`src/rtl/sync_fifo_param.sv`:
```
// sync_fifo_param: single-clock FIFO with parametrised width and depth,
// programmable almost-full/almost-empty thresholds, registered occupancy
// flags and a selectable read mode (FWFT=0 registered read, FWFT=1
// first-word-fall-through).
// Optional macro SYNC_FIFO_ERR_EN adds err_clr plus sticky overflow and
// underflow flags.
module sync_fifo_param #(
    parameter int WIDTH    = 8,
    parameter int DEPTH    = 16,
    parameter int AF_LEVEL = DEPTH - 2,
    parameter int AE_LEVEL = 2,
    parameter int FWFT     = 0
) (
    input  logic                       clk,
    input  logic                       reset,
    input  logic [WIDTH-1:0]           datain,
    input  logic                       we,
    input  logic                       re,
    output logic [WIDTH-1:0]           dataout,
    output logic                       full,
    output logic                       empty,
    output logic                       almost_full,
    output logic                       almost_empty,
    output logic [$clog2(DEPTH):0]     count
`ifdef SYNC_FIFO_ERR_EN
    ,
    input  logic                       err_clr,
    output logic                       overflow,
    output logic                       underflow
`endif
);

    localparam int ADDR_W = $clog2(DEPTH);
    localparam int CNT_W  = ADDR_W + 1;
    localparam logic [ADDR_W:0]  PTR_ONE = 1;
    localparam logic [CNT_W-1:0] AF_CNT  = CNT_W'(AF_LEVEL);
    localparam logic [CNT_W-1:0] AE_CNT  = CNT_W'(AE_LEVEL);

    logic [WIDTH-1:0] mem_q [DEPTH];

    logic [ADDR_W:0]    wr_ptr_q, wr_ptr_d;
    logic [ADDR_W:0]    rd_ptr_q, rd_ptr_d;
    logic [CNT_W-1:0]   count_q, count_d;
    logic               full_q, full_d;
    logic               empty_q, empty_d;
    logic               af_q, af_d;
    logic               ae_q, ae_d;
    logic [WIDTH-1:0]   dout_q, dout_d;
    logic               wr_en, rd_en;

    // Accept decisions use the registered (pre-edge) flags; next pointers,
    // occupancy flags and the read register follow from them.
    always_comb begin
        wr_en    = we && !full_q;
        rd_en    = re && !empty_q;
        wr_ptr_d = wr_ptr_q;
        rd_ptr_d = rd_ptr_q;
        dout_d   = dout_q;
        if (wr_en) begin
            wr_ptr_d = wr_ptr_q + PTR_ONE;
        end
        if (rd_en) begin
            rd_ptr_d = rd_ptr_q + PTR_ONE;
            dout_d   = mem_q[rd_ptr_q[ADDR_W-1:0]];
        end
        // Pointer difference modulo 2*DEPTH is the occupancy 0..DEPTH.
        count_d = wr_ptr_d - rd_ptr_d;
        full_d  = (wr_ptr_d[ADDR_W] != rd_ptr_d[ADDR_W]) &&
                  (wr_ptr_d[ADDR_W-1:0] == rd_ptr_d[ADDR_W-1:0]);
        empty_d = (wr_ptr_d == rd_ptr_d);
        af_d    = (count_d >= AF_CNT);
        ae_d    = (count_d <= AE_CNT);
    end

    // Pointer, occupancy flag and read-data registers with async reset.
    always_ff @(posedge clk or posedge reset) begin
        if (reset) begin
            wr_ptr_q <= '0;
            rd_ptr_q <= '0;
            count_q  <= '0;
            full_q   <= 1'b0;
            empty_q  <= 1'b1;
            af_q     <= 1'b0;
            ae_q     <= 1'b1;
            dout_q   <= '0;
        end else begin
            wr_ptr_q <= wr_ptr_d;
            rd_ptr_q <= rd_ptr_d;
            count_q  <= count_d;
            full_q   <= full_d;
            empty_q  <= empty_d;
            af_q     <= af_d;
            ae_q     <= ae_d;
            dout_q   <= dout_d;
        end
    end

    // Storage array: written on accepted writes, never cleared.
    always_ff @(posedge clk) begin
        if (wr_en && !reset) begin
            mem_q[wr_ptr_q[ADDR_W-1:0]] <= datain;
        end
    end

    // Output data: FWFT shows the head word while non-empty, otherwise the
    // last popped word held in dout_q.
    always_comb begin
        dataout = dout_q;
        if ((FWFT != 0) && !empty_q) begin
            dataout = mem_q[rd_ptr_q[ADDR_W-1:0]];
        end
    end

    assign full         = full_q;
    assign empty        = empty_q;
    assign almost_full  = af_q;
    assign almost_empty = ae_q;
    assign count        = count_q;

`ifdef SYNC_FIFO_ERR_EN
    logic overflow_q, overflow_d;
    logic underflow_q, underflow_d;

    // Sticky error flags; a new set event beats a simultaneous clear.
    always_comb begin
        overflow_d  = (overflow_q  && !err_clr) || (we && full_q);
        underflow_d = (underflow_q && !err_clr) || (re && empty_q);
    end

    // Error flag registers.
    always_ff @(posedge clk or posedge reset) begin
        if (reset) begin
            overflow_q  <= 1'b0;
            underflow_q <= 1'b0;
        end else begin
            overflow_q  <= overflow_d;
            underflow_q <= underflow_d;
        end
    end

    assign overflow  = overflow_q;
    assign underflow = underflow_q;
`endif

endmodule

```
`config.mk`:
```
export PLATFORM = sky130hd
export DESIGN_NAME = sync_fifo_param
export DESIGN_NICKNAME = d
export VERILOG_FILES = /design/src/rtl/sync_fifo_param.sv
export SDC_FILE = /design/constraint.sdc
export NUM_CORES = 1
export LEC_CHECK = 0
export BUFFER_PORTS_ARGS = -buffer_cell sky130_fd_sc_hd__buf_2
export CORE_MARGIN = 3
export CORE_UTILIZATION = 45
export DETAILED_ROUTE_END_ITERATION = 8
export GPL_TIMING_DRIVEN = 0
export PLACE_DENSITY = 0.62
export SLEW_MARGIN = 10
export SYNTH_ARGS = -nofsm -noshare
export SYNTH_HDL_FRONTEND = slang
export SYNTH_SLANG_ARGS = --single-unit
```
`constraint.sdc`:
```
create_clock -name clk -period 2.5 [get_ports clk]
set_input_delay 0.125 -clock clk [delete_from_list [all_inputs] [get_ports clk]]
set_output_delay 0.125 -clock clk [all_outputs]
set_load 0.02 [all_outputs]
```
==> results.json, run 1 <==
{
  "p_leak_nw": 2.65,
  "grt_overflow_total": 0,
  "fin_skew_ps": 10.4,
  "period_needed_ps": 2570,
  "synth_top_cell_area_share_pct": 60.9,
  "syn_inst": 302,
  "r2r_slack_ps": -70,
  "vias": 2903,
  "dp_hpwl_um": 7990,
  "min_to": "mem_q[8][5]$_DFFE_PP_",
  "drive_gt1_share_pct": 34.3,
  "worstPathArrival_ps": 2880,
  "drt_wl_total_um": 12300,
  "clockBufferDepth": 2,
  "synth-simple-area-share_pct": 3.15,
  "clock-sinks": 155,
  "run_status": "finished, violations left",
  "place.gp.congestion": 0.818,
  "fmaxAchievable_ghz": 0.390,
  "dr.pass1.iters": 4,
  "worst_pin_slew_ps": 992,
  "worstHoldStart": "datain[5]",
  "h-tree-depth": 4,
  "irDropWorstVdd_mv": 0.597,
  "worst_setup_path_start_kind": "register",
  "synthTopCellsByArea": "edfxtp_1, dfrtp_1, mux4_1",
  "core_area_um2": 13500,
  "r2r-end": "almost_empty$_DFF_PP1_",
  "min_path_cells": 1,
  "ys.flop_type": "edfxtp_1",
  "path_clk_slew_ps": 60,
  "hp-class": "input port to register",
  "drv_cap": 0,
  "power_mw": 9.45,
  "syn_nets": 322,
  "cts_root_buf": "clkbuf_16",
  "io_pins": 29,
  "synth_seq_cells": 155,
  "worst_slack_ps": -65.7,
  "async_flop_share_pct": 17.4,
  "io_buffers": 28,
  "final_area_um2": 7400,
  "setup_tns_ps": -119,
  "slew_headroom_pct": 33.6,
  "first_global_vias": 3130,
  "final_core_util_pct": 55.0,
  "synth_xor_area_share_pct": 2.32,
  "die_h_um": 124,
  "synth-compound-area-share_pct": 0.615,
  "diodes": 0,
  "crit_required_ps": 2810,
  "track_usage_pct": 17.1,
  "rr_worst_depth": 11,
  "rsz0062_at_grt": "true",
  "synth_edf_count": 128,
  "start_util_pct": 46.9,
  "die-area_um2": 15500,
  "ant_nets": 0,
  "nNetsFinal": 377,
  "avgRoutedWirePerCell_um": 22.6,
  "layout_common_cells": "edfxtp_1, buf_2, dfrtp_1, mux4_2, mux4_1",
  "r2r-start": "wr_ptr_q[0]$_DFF_PP0_",
  "violations": "negative setup slack",
  "critPathKind": "register to register",
  "cts_buffers": 17,
  "grt_max_degree": 26,
  "avgSynthCellArea_um2": 20.9,
  "fp-row-count": 42,
  "setup_viol": 2,
  "die_w_um": 124,
  "finalCritPeriodShare_pct": 103,
  "final_common_cell": "edfxtp_1",
  "synth_adder_area_share_pct": 2.10,
  "clock_latency_ps": 420,
  "area_growth_pct": 17.3,
  "fill_cells": 1038,
  "synth_top_cell_by_area": "edfxtp_1",
  "drt_first_iter_violations": 191,
  "syn_area_um2": 6310,
  "p_per_area_nw_per_um2": 1280,
  "synth_top_family_by_area": "multiplexers",
  "drc": 0,
  "slew_violations": 0,
  "crit_path_end_kind": "register",
  "yosysWarnings": 0,
  "synth.distinct_cells": 34,
  "dpl_cell_area_um2": 6720,
  "antenna_found_initial": 0,
  "cts_tree": "yes",
  "grt_pass1_wl_um": 19100,
  "finalHoldViolCount": 0,
  "via_per_inst": 5.32,
  "yosysSeqAreaShare_pct": 71.6,
  "synth_mux_area_share_pct": 17.5,
  "worst-path-max-fanout": 3
}
[logic make-up (layout without fill, tap and decap cells)]
logic type,after synthesis,in the layout
buf+inv,26,94
fa+ha+maj,11,11
xor+xnor,15,15
compound gates,5,5
flops,155,155
simple gates,41,41
mux,49,49
[stage by stage]
stage	hold slack [ps]	worst slack (ps)	cells
after floorplan	181	-135	302
after CTS	69.3	-145	544
after global routing	90.0	-151	546
after global placement	408	-460	506
after detailed placement	422	-232	506
final	82.5	-65.7	546
[state kept, by name, summed over array words and instances, names as in the netlist]
register / count
mem_q: 128
dataout: 8
count: 5
rd_ptr_q: 5
wr_ptr_q: 5
almost_empty: 1
almost_full: 1
empty: 1
full: 1
[worst max-delay path, stage by stage (launching register included)]
cell and delay (ps):
dfrtp_1 380, inv_2 70, ha_1 300, nand2_2 70, o21ai_2 70, xor2_1 140, ha_2 170, or2_4 230
maj3_2 300, maj3_2 330, xor2_2 170, a2111oi_2 230
[per-layer routing]
metal	track usage [%]	vias to the layer above	share of wire (%)
met4	6.00	0	1.3
met1	23.1	1500	43
met5	0	-	0
met2	27.0	77	50
met3	4.76	10	5.4
li1	-	1316	-
[cell usage after synthesis (all sizes together) (2+ instances only)]
cell type and count:
xnor2 6, nand2b 5, maj3 3, mux4 40
o21ai 2, xor2 9, nor3 2, inv 13
buf 13, mux2 8, ha 8, edfxtp 128
nand2 7, nand4 4, dfrtp 25, nor2 17
nand3b 2, dfstp 2
[layout make-up]
class / count / area (um2) / share of cell area (%)
multi-input combinational: 121 / 1700 / 23.0
tap: 176 / 220 / 2.97
sequential: 155 / 4520 / 61.1
clock inverter: 13 / 151 / 2.04
timing repair buffer: 39 / 238 / 3.21
buffer: 10 / 90.1 / 1.22
inverter: 13 / 48.8 / 0.659
clock buffer: 19 / 433 / 5.85
[what timing repair did]
item	in CTS	in global routing
gates resized for setup	8	3
setup endpoints to repair	3	2
buffers inserted	6	3
hold buffers	2	0
pin swaps	4	3
endpoints found under the hold margin	25	0
[worst max path at each step]
stage / end / cells after the start / slack [ps] / start
after global placement: mem_q[3][7]$_DFFE_PP_ / 5 / -460 / reset
after CTS: almost_empty$_DFF_PP1_ / 9 / -150 / empty$_DFF_PP1_
after floorplan: almost_full$_DFF_PP0_ / 10 / -140 / empty$_DFF_PP1_
final: almost_empty$_DFF_PP1_ / 11 / -70 / wr_ptr_q[0]$_DFF_PP0_
after global routing: almost_empty$_DFF_PP1_ / 11 / -150 / wr_ptr_q[0]$_DFF_PP0_
after detailed placement: almost_empty$_DFF_PP1_ / 11 / -230 / empty$_DFF_PP1_
[where the power goes]
group / internal, mW / switching [mW] / total [mW]
combinational: 1.73 / 1.90 / 3.62
sequential: 3.18 / 0.121 / 3.30
clock: 1.56 / 0.968 / 2.52
No activity file was read; power rests on OpenSTA's default activity.
==> inputs of run 2 (changes only) <==
==> constraint.sdc (replaced) <==
create_clock -name clk -period 2.5 [get_ports clk]
set_input_delay 0.5 -clock clk [delete_from_list [all_inputs] [get_ports clk]]
set_output_delay 0.5 -clock clk [all_outputs]
set_load 0.02 [all_outputs]
==> run 2 against run 1 <==
  * Critical path type unchanged
  * Non-clock buffer count shrank 1
  * Cell area grew 0.24%
  * Cell count shrank 0.18%
  * Sequential power is essentially flat
  * Combinational power grew 8.8%
  * The flow still finishes with violations (negative setup slack)
  * Clock skew shrank 2.6 ps
  * Clock power shrank 4%
  * Critical path depth is the same
==> results.json, run 2 (synthesized netlist as in run 1, its figures left out) <==
{
  "grt_max_degree": 29,
  "switching_share_pct": 32.4,
  "vias": 2955,
  "drive_gt1_share_pct": 35.2,
  "die_w_um": 124,
  "rr_worst_depth": 11,
  "first_global_vias": 3108,
  "layout_common_cells": "edfxtp_1, buf_2, dfrtp_1, mux4_2, mux4_1",
  "worst-path-max-fanout": 3,
  "clockBufferDepth": 2,
  "p_clk_share_pct": 25.1,
  "h-tree-depth": 4,
  "grt_overflow_total": 0,
  "die-area_um2": 15500,
  "p_leak_nw": 2.64,
  "finalHoldViolCount": 0,
  "largest_reg_flops": 128,
  "power_switching_mw": 3.14,
  "critPathKind": "register to register",
  "path_clk_slew_ps": 60,
  "track_usage_pct": 16.8,
  "dr.pass1.iters": 4,
  "power_frac_seq_pct": 34.1,
  "multi_input_area_um2": 1750,
  "fin_skew_ps": 7.76,
  "via_per_inst": 5.42,
  "cp_common_cell": "maj3_2",
  "fmaxAchievable_ghz": 0.383,
  "clock_latency_ps": 420,
  "crit_path_max_incr_delay_ps": 400,
  "internal_power_mw": 6.53,
  "combPwrFrac_pct": 40.7,
  "cts_tree": "yes",
  "crit_required_ps": 2810,
  "cts_hold_buffers": 0,
  "slew_violations": 0,
  "drt_wl_total_um": 12300,
  "finalCritPeriodShare_pct": 104,
  "run_status": "finished, violations left",
  "worstPathArrival_ps": 2920,
  "antenna_found_initial": 0,
  "holdWs_ps": 156,
  "violations": "negative setup slack",
  "crit_path_end_kind": "register",
  "worst_pin_slew_ps": 1030,
  "period_needed_ps": 2610,
  "diodes": 0,
  "drc": 0,
  "worst_slack_ps": -109,
  "ant_nets": 0,
  "final_common_cell": "edfxtp_1",
  "slew_headroom_pct": 31.1,
  "drv_cap": 0,
  "irDropWorstVdd_mv": 0.725,
  "hp-class": "input port to asynchronous set/reset pin",
  "fill_cells": 1052,
  "io_buffers": 28,
  "dp_slack_ps": -588,
  "fp-row-count": 42,
  "drt_first_iter_violations": 255,
  "core_area_um2": 13500,
  "place.gp.congestion": 0.760,
  "io_pins": 29,
  "die_h_um": 124,
  "crit_chain": "inv_2 > ha_4 > nand2_2 > o21ai_2 > xor2_1 > ha_2 > or2_4 > maj3_2 > maj3_2 > xor2_4 > a2111oi_4",
  "start_util_pct": 46.9,
  "worst_setup_path_start_kind": "register",
  "setup_viol": 2,
  "dp_hpwl_um": 7980,
  "grt_pass1_wl_um": 18800,
  "area_growth_pct": 17.6,
  "clock-sinks": 155,
  "p_per_area_nw_per_um2": 1300,
  "slowest_stage": "dfrtp_1",
  "regArea_um2": 4520,
  "avgRoutedWirePerCell_um": 22.6,
  "rsz0062_at_grt": "true",
  "cts_buffers": 17,
  "cts_root_buf": "clkbuf_16",
  "nNetsFinal": 376,
  "setup_tns_ps": -216
}
## run 2: cell types whose count changed in the layout (fill, tap and decap cells not counted), sizes merged
cell / change
bufinv: -1
clkbuf: +1
clkinv: -1
clkinvlp: +1
dlygate4sd3: -1
## run 2: worst paths after layout
| kind | from | endpoint | slack, ps |
|---|---|---|---|
| setup / recovery | wr_ptr_q[0]$_DFF_PP0_ | almost_empty$_DFF_PP1_ | -110 |
| max in group asynchronous | reset | almost_empty$_DFF_PP1_ | 1980 |
| setup reg to reg | wr_ptr_q[0]$_DFF_PP0_ | almost_empty$_DFF_PP1_ | -110 |
| hold / removal | reset | rd_ptr_q[1]$_DFF_PP0_ | 160 |
| hold reg to reg | dataout[5]$_DFFE_PP0N_ | dataout[5]$_DFFE_PP0N_ | 500 |
| min in group clk | datain[0] | mem_q[9][0]$_DFFE_PP_ | 460 |
## run 2: power by group through the flow
| stage | Clock [mW] | Sequential [mW] | Combinational [mW] |
|---|---|---|---|
| final | 2.43 | 3.30 | 3.94 |
| after global routing | 2.59 | 3.33 | 4.20 |
| after CTS | 2.48 | 3.30 | 3.68 |
| after detailed placement | 0 | 3.36 | 3.51 |
| after global placement | 0 | 3.35 | 3.48 |
| after floorplan | 0 | 3.51 | 2.45 |
## run 2: critical path, delay by kind of cell (launching register included)
kind                       cells  cell delay, ps
AOI/OAI and AO/OA              2             300
xor gates and xnor gates       2             330
adders and majority gates      4            1050
buffers and inverters          1             140
DFF                            1             400
and+or+nand+nor                2             290
## run 2: metal layers
| layer | part of all wire, % | wire length, um | global-route usage (%) | vias to the layer above |
|---|---|---|---|---|
| li1 | - | - | - | 1319 |
| met1 | 43 | 5250 | 22.0 | 1539 |
| met3 | 5.3 | 648 | 4.50 | 18 |
| met4 | 2.7 | 330 | 7.99 | 0 |
| met2 | 49 | 6080 | 26.3 | 79 |
| met5 | 0 | 0 | 0 | - |
## run 2: area by class of cell
type	instances	area share (%)
Sequential cell	155	60.9
Multi-Input combinational cell	121	23.6
Clock buffer	20	5.88
Tap cell	176	2.97
Timing Repair Buffer	37	2.80
Clock inverter	12	1.65
Buffer	11	1.48
Inverter	13	0.708
## run 2: metrics by stage
stage | instance area [um2] | util, % | power (mW) | instances
after detailed placement | 6720 | 50.0 | 6.87 | 506
after global placement | 6710 | 49.9 | 6.82 | 506
after floorplan | 6350 | - | 5.96 | 302
final | 7420 | 55.2 | 9.66 | 545
after global routing | 7420 | 55.2 | 10.1 | 545
after CTS | 7340 | 54.6 | 9.45 | 543
## run 2: timing repair
action	4_1_cts	5_1_grt
setup buffers	7	2
gates resized for setup	8	10
pin swaps	2	2
hold endpoints to repair	0	0
endpoints found under the setup margin	99	2
